## src/rtl/timer_pkg.sv

```systemverilog
// Shared APB slave definitions: FSM state encoding and register-offset geometry.
package timer_pkg;

  typedef enum logic [1:0] {
    IDLE   = 2'd0,
    SETUP  = 2'd1,
    ACCESS = 2'd2
  } apb_state_e;

  // Registers are word-aligned: index lives in paddr[5:2], everything above must be zero.
  localparam int unsigned REG_STRIDE = 4;
  localparam int unsigned IDX_LSB    = 2;
  localparam int unsigned IDX_MSB    = 5;
  localparam int unsigned MAP_LSB    = 6;
  localparam int unsigned MAX_REGS   = 16;
  localparam int unsigned CNT_W      = 4;

  function automatic int unsigned reg_offset(input int unsigned idx);
    return idx * REG_STRIDE;
  endfunction

endpackage

```

## src/rtl/apb_wait_cnt.sv

```systemverilog
// Wait-state counter for the ACCESS phase; done_o flags that WAIT_CYC cycles have elapsed.
module apb_wait_cnt
  import timer_pkg::*;
#(
  parameter int WAIT_CYC = 1
) (
  input  logic clk,
  input  logic rst_n,
  input  logic clear_i,
  input  logic enable_i,
  output logic done_o
);

  logic [CNT_W-1:0] cnt_q, cnt_d;

  assign done_o = (cnt_q == CNT_W'(WAIT_CYC));

  // NOTE: every variable written in always_comb gets a default first, so no latch is inferred.
  always_comb begin
    cnt_d = cnt_q;
    if (clear_i) begin
      cnt_d = '0;
    end else if (enable_i && !done_o) begin
      cnt_d = cnt_q + CNT_W'(1);
    end
  end

  // NOTE: state updates use non-blocking assignments; reset is asynchronous and active-low.
  always_ff @(posedge clk or negedge rst_n) begin
    if (!rst_n) begin
      cnt_q <= '0;
    end else begin
      cnt_q <= cnt_d;
    end
  end

endmodule

```

## src/rtl/apb_reg_slave.sv

```systemverilog
// APB slave front-end for a register block: decode, wait states, error response and
// one-cycle read/write strobes toward the register file.
module apb_reg_slave
  import timer_pkg::*;
#(
  parameter int                  ADDR_W    = 12,
  parameter int                  DATA_W    = 32,
  parameter int                  NUM_REGS  = 8,
  parameter int                  WAIT_CYC  = 1,
  parameter logic [NUM_REGS-1:0] RO_MASK   = '0,
  parameter logic [NUM_REGS-1:0] LOCK_MASK = '0
) (
  input  logic                pclk,
  input  logic                prst_n,
  input  logic                psel,
  input  logic                penable,
  input  logic                pwrite,
  input  logic [ADDR_W-1:0]   paddr,
  input  logic [DATA_W-1:0]   pwdata,
  input  logic [DATA_W/8-1:0] pstrb,
  output logic                pready,
  output logic                pslverr,
  output logic [DATA_W-1:0]   prdata,
  input  logic                lock,
  input  logic                ext_err,
  output logic                wr_en,
  output logic                rd_en,
  output logic [3:0]          reg_idx,
  output logic [DATA_W-1:0]   wr_data,
  output logic [DATA_W/8-1:0] wr_strb,
  input  logic [DATA_W-1:0]   rd_data
);

  localparam logic [MAX_REGS-1:0] RO_EXT   = MAX_REGS'(RO_MASK);
  localparam logic [MAX_REGS-1:0] LOCK_EXT = MAX_REGS'(LOCK_MASK);

  apb_state_e state_q, state_d;
  logic       xfer_ok;
  logic       cnt_done;
  logic       cnt_clear;
  logic       mapped;
  logic       wr_err;
  logic       acc_err;
  logic       ready_int;

  assign reg_idx = paddr[IDX_MSB:IDX_LSB];
  assign wr_data = pwdata;
  assign wr_strb = pstrb;

  assign mapped = (paddr[IDX_LSB-1:0] == '0) && (paddr[ADDR_W-1:MAP_LSB] == '0) &&
                  (int'(reg_idx) < NUM_REGS);

  // An all-zero strobe write touches nothing, so protection and field checks do not apply.
  assign wr_err  = pwrite && (pstrb != '0) &&
                   (RO_EXT[reg_idx] || (lock && LOCK_EXT[reg_idx]) || ext_err);
  assign acc_err = !mapped || wr_err;

  assign xfer_ok   = psel && penable;
  assign ready_int = (state_q == ACCESS) && xfer_ok && cnt_done;

  assign pready  = ready_int;
  assign pslverr = ready_int && acc_err;
  assign wr_en   = ready_int && pwrite && !acc_err && (pstrb != '0);
  assign rd_en   = ready_int && !pwrite && mapped;
  assign prdata  = rd_en ? rd_data : '0;

  always_comb begin
    state_d = state_q;
    unique case (state_q)
      IDLE: begin
        if (psel) state_d = SETUP;
      end
      SETUP: begin
        if (!psel) begin
          state_d = IDLE;
        end else if (penable) begin
          state_d = ACCESS;
        end
      end
      ACCESS: begin
        if (!xfer_ok) begin
          state_d = IDLE;
        end else if (cnt_done) begin
          state_d = psel ? SETUP : IDLE;
        end
      end
      default: state_d = IDLE;
    endcase
  end

  always_ff @(posedge pclk or negedge prst_n) begin
    if (!prst_n) begin
      state_q <= IDLE;
    end else begin
      state_q <= state_d;
    end
  end

  // Holding the counter clear outside ACCESS guarantees it reads zero on ACCESS entry.
  assign cnt_clear = (state_q != ACCESS) || (state_d != ACCESS);

  apb_wait_cnt #(
    .WAIT_CYC(WAIT_CYC)
  ) u_wait_cnt (
    .clk     (pclk),
    .rst_n   (prst_n),
    .clear_i (cnt_clear),
    .enable_i(state_q == ACCESS),
    .done_o  (cnt_done)
  );

endmodule

```

## config.mk

```make
export PLATFORM = sky130hd
export DESIGN_NAME = apb_reg_slave
export DESIGN_NICKNAME = d
export VERILOG_FILES = /design/src/rtl/timer_pkg.sv /design/src/rtl/apb_wait_cnt.sv /design/src/rtl/apb_reg_slave.sv
export SDC_FILE = /design/constraint.sdc
export NUM_CORES = 1
export LEC_CHECK = 0
export CAP_MARGIN = 10
export CELL_PAD_IN_SITES_DETAIL_PLACEMENT = 0
export CELL_PAD_IN_SITES_GLOBAL_PLACEMENT = 1
export CORE_MARGIN = 3
export CORE_UTILIZATION = 14
export CTS_BUF_LIST = sky130_fd_sc_hd__clkbuf_8 sky130_fd_sc_hd__clkbuf_16
export DETAILED_ROUTE_END_ITERATION = 8
export PLACE_DENSITY = 0.85
export SYNTH_ARGS = -nofsm -noshare
export SYNTH_HDL_FRONTEND = slang
export SYNTH_SLANG_ARGS = --single-unit
```

## constraint.sdc

```tcl
create_clock -name pclk -period 1.6 [get_ports pclk]
set_input_delay 0.16 -clock pclk [delete_from_list [all_inputs] [get_ports pclk]]
set_output_delay 0.16 -clock pclk [all_outputs]
set_load 0.05 [all_outputs]
```

==> results.md <==
* Vias post-DR at roughly 1300
* Hold Slack at between 0.15 and 0.2 ns
* Final Cell Area at just over 3000 um2
* Final Max Tran Viols at 0
* Clock Pin Slew Worst Setup and Hold Paths at roughly 0.04 ns
* Ant. Diodes at 0
* Setup violations, final at 38
* Fin crit share at 1.28
* Pre-CTS WS at -0.423 ns
* Drt first pass iters at 4
* Crit path kind: reg2out
* Layout Nets at 320
* Failing checks: setup timing
* GRT Residual Overflow at 0
* Leakage at roughly 1.3 nW
* Worst setup EP type: output pin
* Critical R2R Launch: u_wait_cnt.cnt_q[1]$_DFFE_PN0P_
* CTS tree: done
* DP Wirelength at 3620 um
* Initial antenna violation count at 0
* Yosys warns at 0
* Async S/R FF share, synth at 1.00
* Worst r2r dst: state_q[0]$_DFF_PN0_
* Drt drc at 0
* Yosys reg bits at 6
* Die span in y at approximately 100 um
* Number of flops mapped to enable cells by yosys at 0
* Post-route ant nets at 0
* Arrival @ worst endpoint at between 1.5 and 2 ns
* I/O Pins at 163
* Slew headroom at 0.805
* Critical path's slowest cell: or3b_4
* PortBufs at 91
* Via density at between 3 and 4
* Syn Area/Cell at between 8 and 9 um2
* Startpoint class of the critical path: flip-flop
* Clock root cell: clkbuf_8
* FMAX at 0.488 GHz
* Area grow syn2layout at 139%
* CTS Sinks at 6
* First-pass GRT wire length at ~6700 um
* Post-synthesis sequential area ratio at 0.116
* Sequential Area at around 150 um2
* VDD IR-drop max at around 190 uV
* Placed Area at between 2000 and 3000 um2
* R2R Setup Slk at -0.05 ns
* Worst skew pair latency at approximately 0.21 ns
* Synth Flop Type: dfrtp_1
* Std cell rows at 34
* Die width at ~100 um
* Clk buf depth at 2
* Crit-path max cell delay at ~0.45 ns
* Fin worst setup slack at -0.447 ns
* Final RePlAce weighted congestion at ~0.68
* Max-Cap Viols at 0
* Fillers at 861
* Core footprint at a little under 9000 um2
* Final Critical Period at 2.05 ns
* Worst-path fanout max at 8
* Most common cell after layout, fill and taps aside: buf_12
* Critical path cell sequence: inv_1, ha_1, or3b_4, clkbuf_16, nor4_4, buf_12
* Count of cell types in the netlist at 30
* Post-synthesis cell area at ~1300 um2
* Worst-Margin Slew at 0.290 ns
* Fin util at 0.349
* Setup repair after global routing missed its margin: yes
* Final Hold Viols at 0
* Outcome: finished with violations
* Cts bufs inserted at 3
* WL/cell at approximately 13 um
* PwrDens at around 230 nW/um2
* Clk_skew at roughly 0.00057 ns
* Area of the multi-input gates at 966 um2
* Most frequent cells in the layout: buf_12 (44), clkdlybuf4s50_1 (42), inv_1 (35)
* Gr usage total at 0.0795
* Vias in the first global route at about 1300
* Hold crit path type: in2async
* Initial DRC count at 36
* Setup TNS at -14.15 ns
* Largest net degree at the start of global routing at 25
* Die area at 10400 um2
* R2R depth at 7
* Critical Path RT at ~1.4 ns
* Share of layout cells above drive strength 1 at 0.533
* Starting Density at 0.146
* Synth Instances at roughly 150
* WL final at ~4500 um
* Synthesized net count at ~240
* H-tree levels at 1
==> layer usage <==
metal | GRT usage | wire length (um)
met1 | 0.0876 | 1550
met2 | 0.149 | 2490
met3 | 0.0157 | 342
met4 | 0.0303 | 119
met5 | 0 | 0
==> critical path: cells and delay by family, from the launching register on <==
kind,cells,cell delay (ns)
adder cells (fa/ha/maj),1,0.13
flip-flops,1,0.36
AND/OR/NAND/NOR,2,0.71
buffers and inverters,3,0.46
==> worst max path at each step <==
stage,from,to,cells after the start,slack (ns)
finish,u_wait_cnt.cnt_q[1]$_DFFE_PN0P_,prdata[25],6,-0.45
global route,u_wait_cnt.cnt_q[1]$_DFFE_PN0P_,prdata[5],6,-0.52
CTS,u_wait_cnt.cnt_q[1]$_DFFE_PN0P_,prdata[29],6,-0.48
detailed placement,paddr[6],prdata[29],6,-0.42
global placement,paddr[6],prdata[8],6,-0.38
floorplan,u_wait_cnt.cnt_q[1]$_DFFE_PN0P_,prdata[22],6,-0.40
==> layout make-up <==
cell class              instances  area share
inverters                      35      0.0426
well taps                     108      0.0438
multi-input cells              62       0.313
clock buffers                   3      0.0134
repair buffers                123       0.539
flip-flops and latches          6      0.0486
==> kinds of logic (layout without fill, tap and decap cells) <==
logic type	after synthesis	count (layout)	share of synthesized area
buffers and inverters	86	161	0.409
AND/OR/NAND/NOR	54	54	0.421
flip-flops	6	6	0.116
AO/OA/AOI/OAI	4	4	0.0204
adder cells (fa/ha/maj)	2	2	0.0194
XOR/XNOR	2	2	0.0136
==> report_power, final <==
group	total, mW	switching [mW]	internal [mW]	leakage [nW]
clock	0.220	0.0588	0.161	0.0216
sequential	0.158	0.00193	0.156	0.0818
combinational	0.341	0.158	0.183	1.21
total	0.719	0.219	0.501	1.31
==> synthesized netlist by cell type (2+ instances only) <==
| master | number | area [um2] |
|---|---|---|
| nor3_1 | 2 | 10.0 |
| inv_1 | 35 | 131 |
| buf_2 | 3 | 15.0 |
| buf_12 | 2 | 40.0 |
| nand2_1 | 3 | 11.3 |
| nor4_4 | 3 | 63.8 |
| nor2_1 | 6 | 22.5 |
| nand3_1 | 2 | 10.0 |
| nor4_2 | 27 | 338 |
| nor4_1 | 4 | 25.0 |
| dfrtp_1 | 6 | 150 |
| buf_4 | 40 | 300 |
| clkbuf_1 | 3 | 11.3 |
| ha_1 | 2 | 25.0 |
==> what timing repair did <==
item | in CTS | in global routing
pin swaps | 2 | 18
endpoints found under the setup margin | 36 | 42
resized for setup | 14 | 8
gates cloned | 1 | 1
buffers inserted | 3 | 2
hold buffers | 0 | 0
endpoints found under the hold margin | 0 | 0
==> through the flow <==
stage / instances / total power, mW
after floorplan: 154 / 0.536
after global placement: 327 / 0.492
after detailed placement: 327 / 0.499
after CTS: 334 / 0.723
after global routing: 337 / 0.754
final: 337 / 0.719
==> state kept, by name, summed over array words and instances (netlist names) <==
name,cells
u_wait_cnt.cnt_q,4
state_q,2
Note: power is estimated with default switching activity, not from simulation.
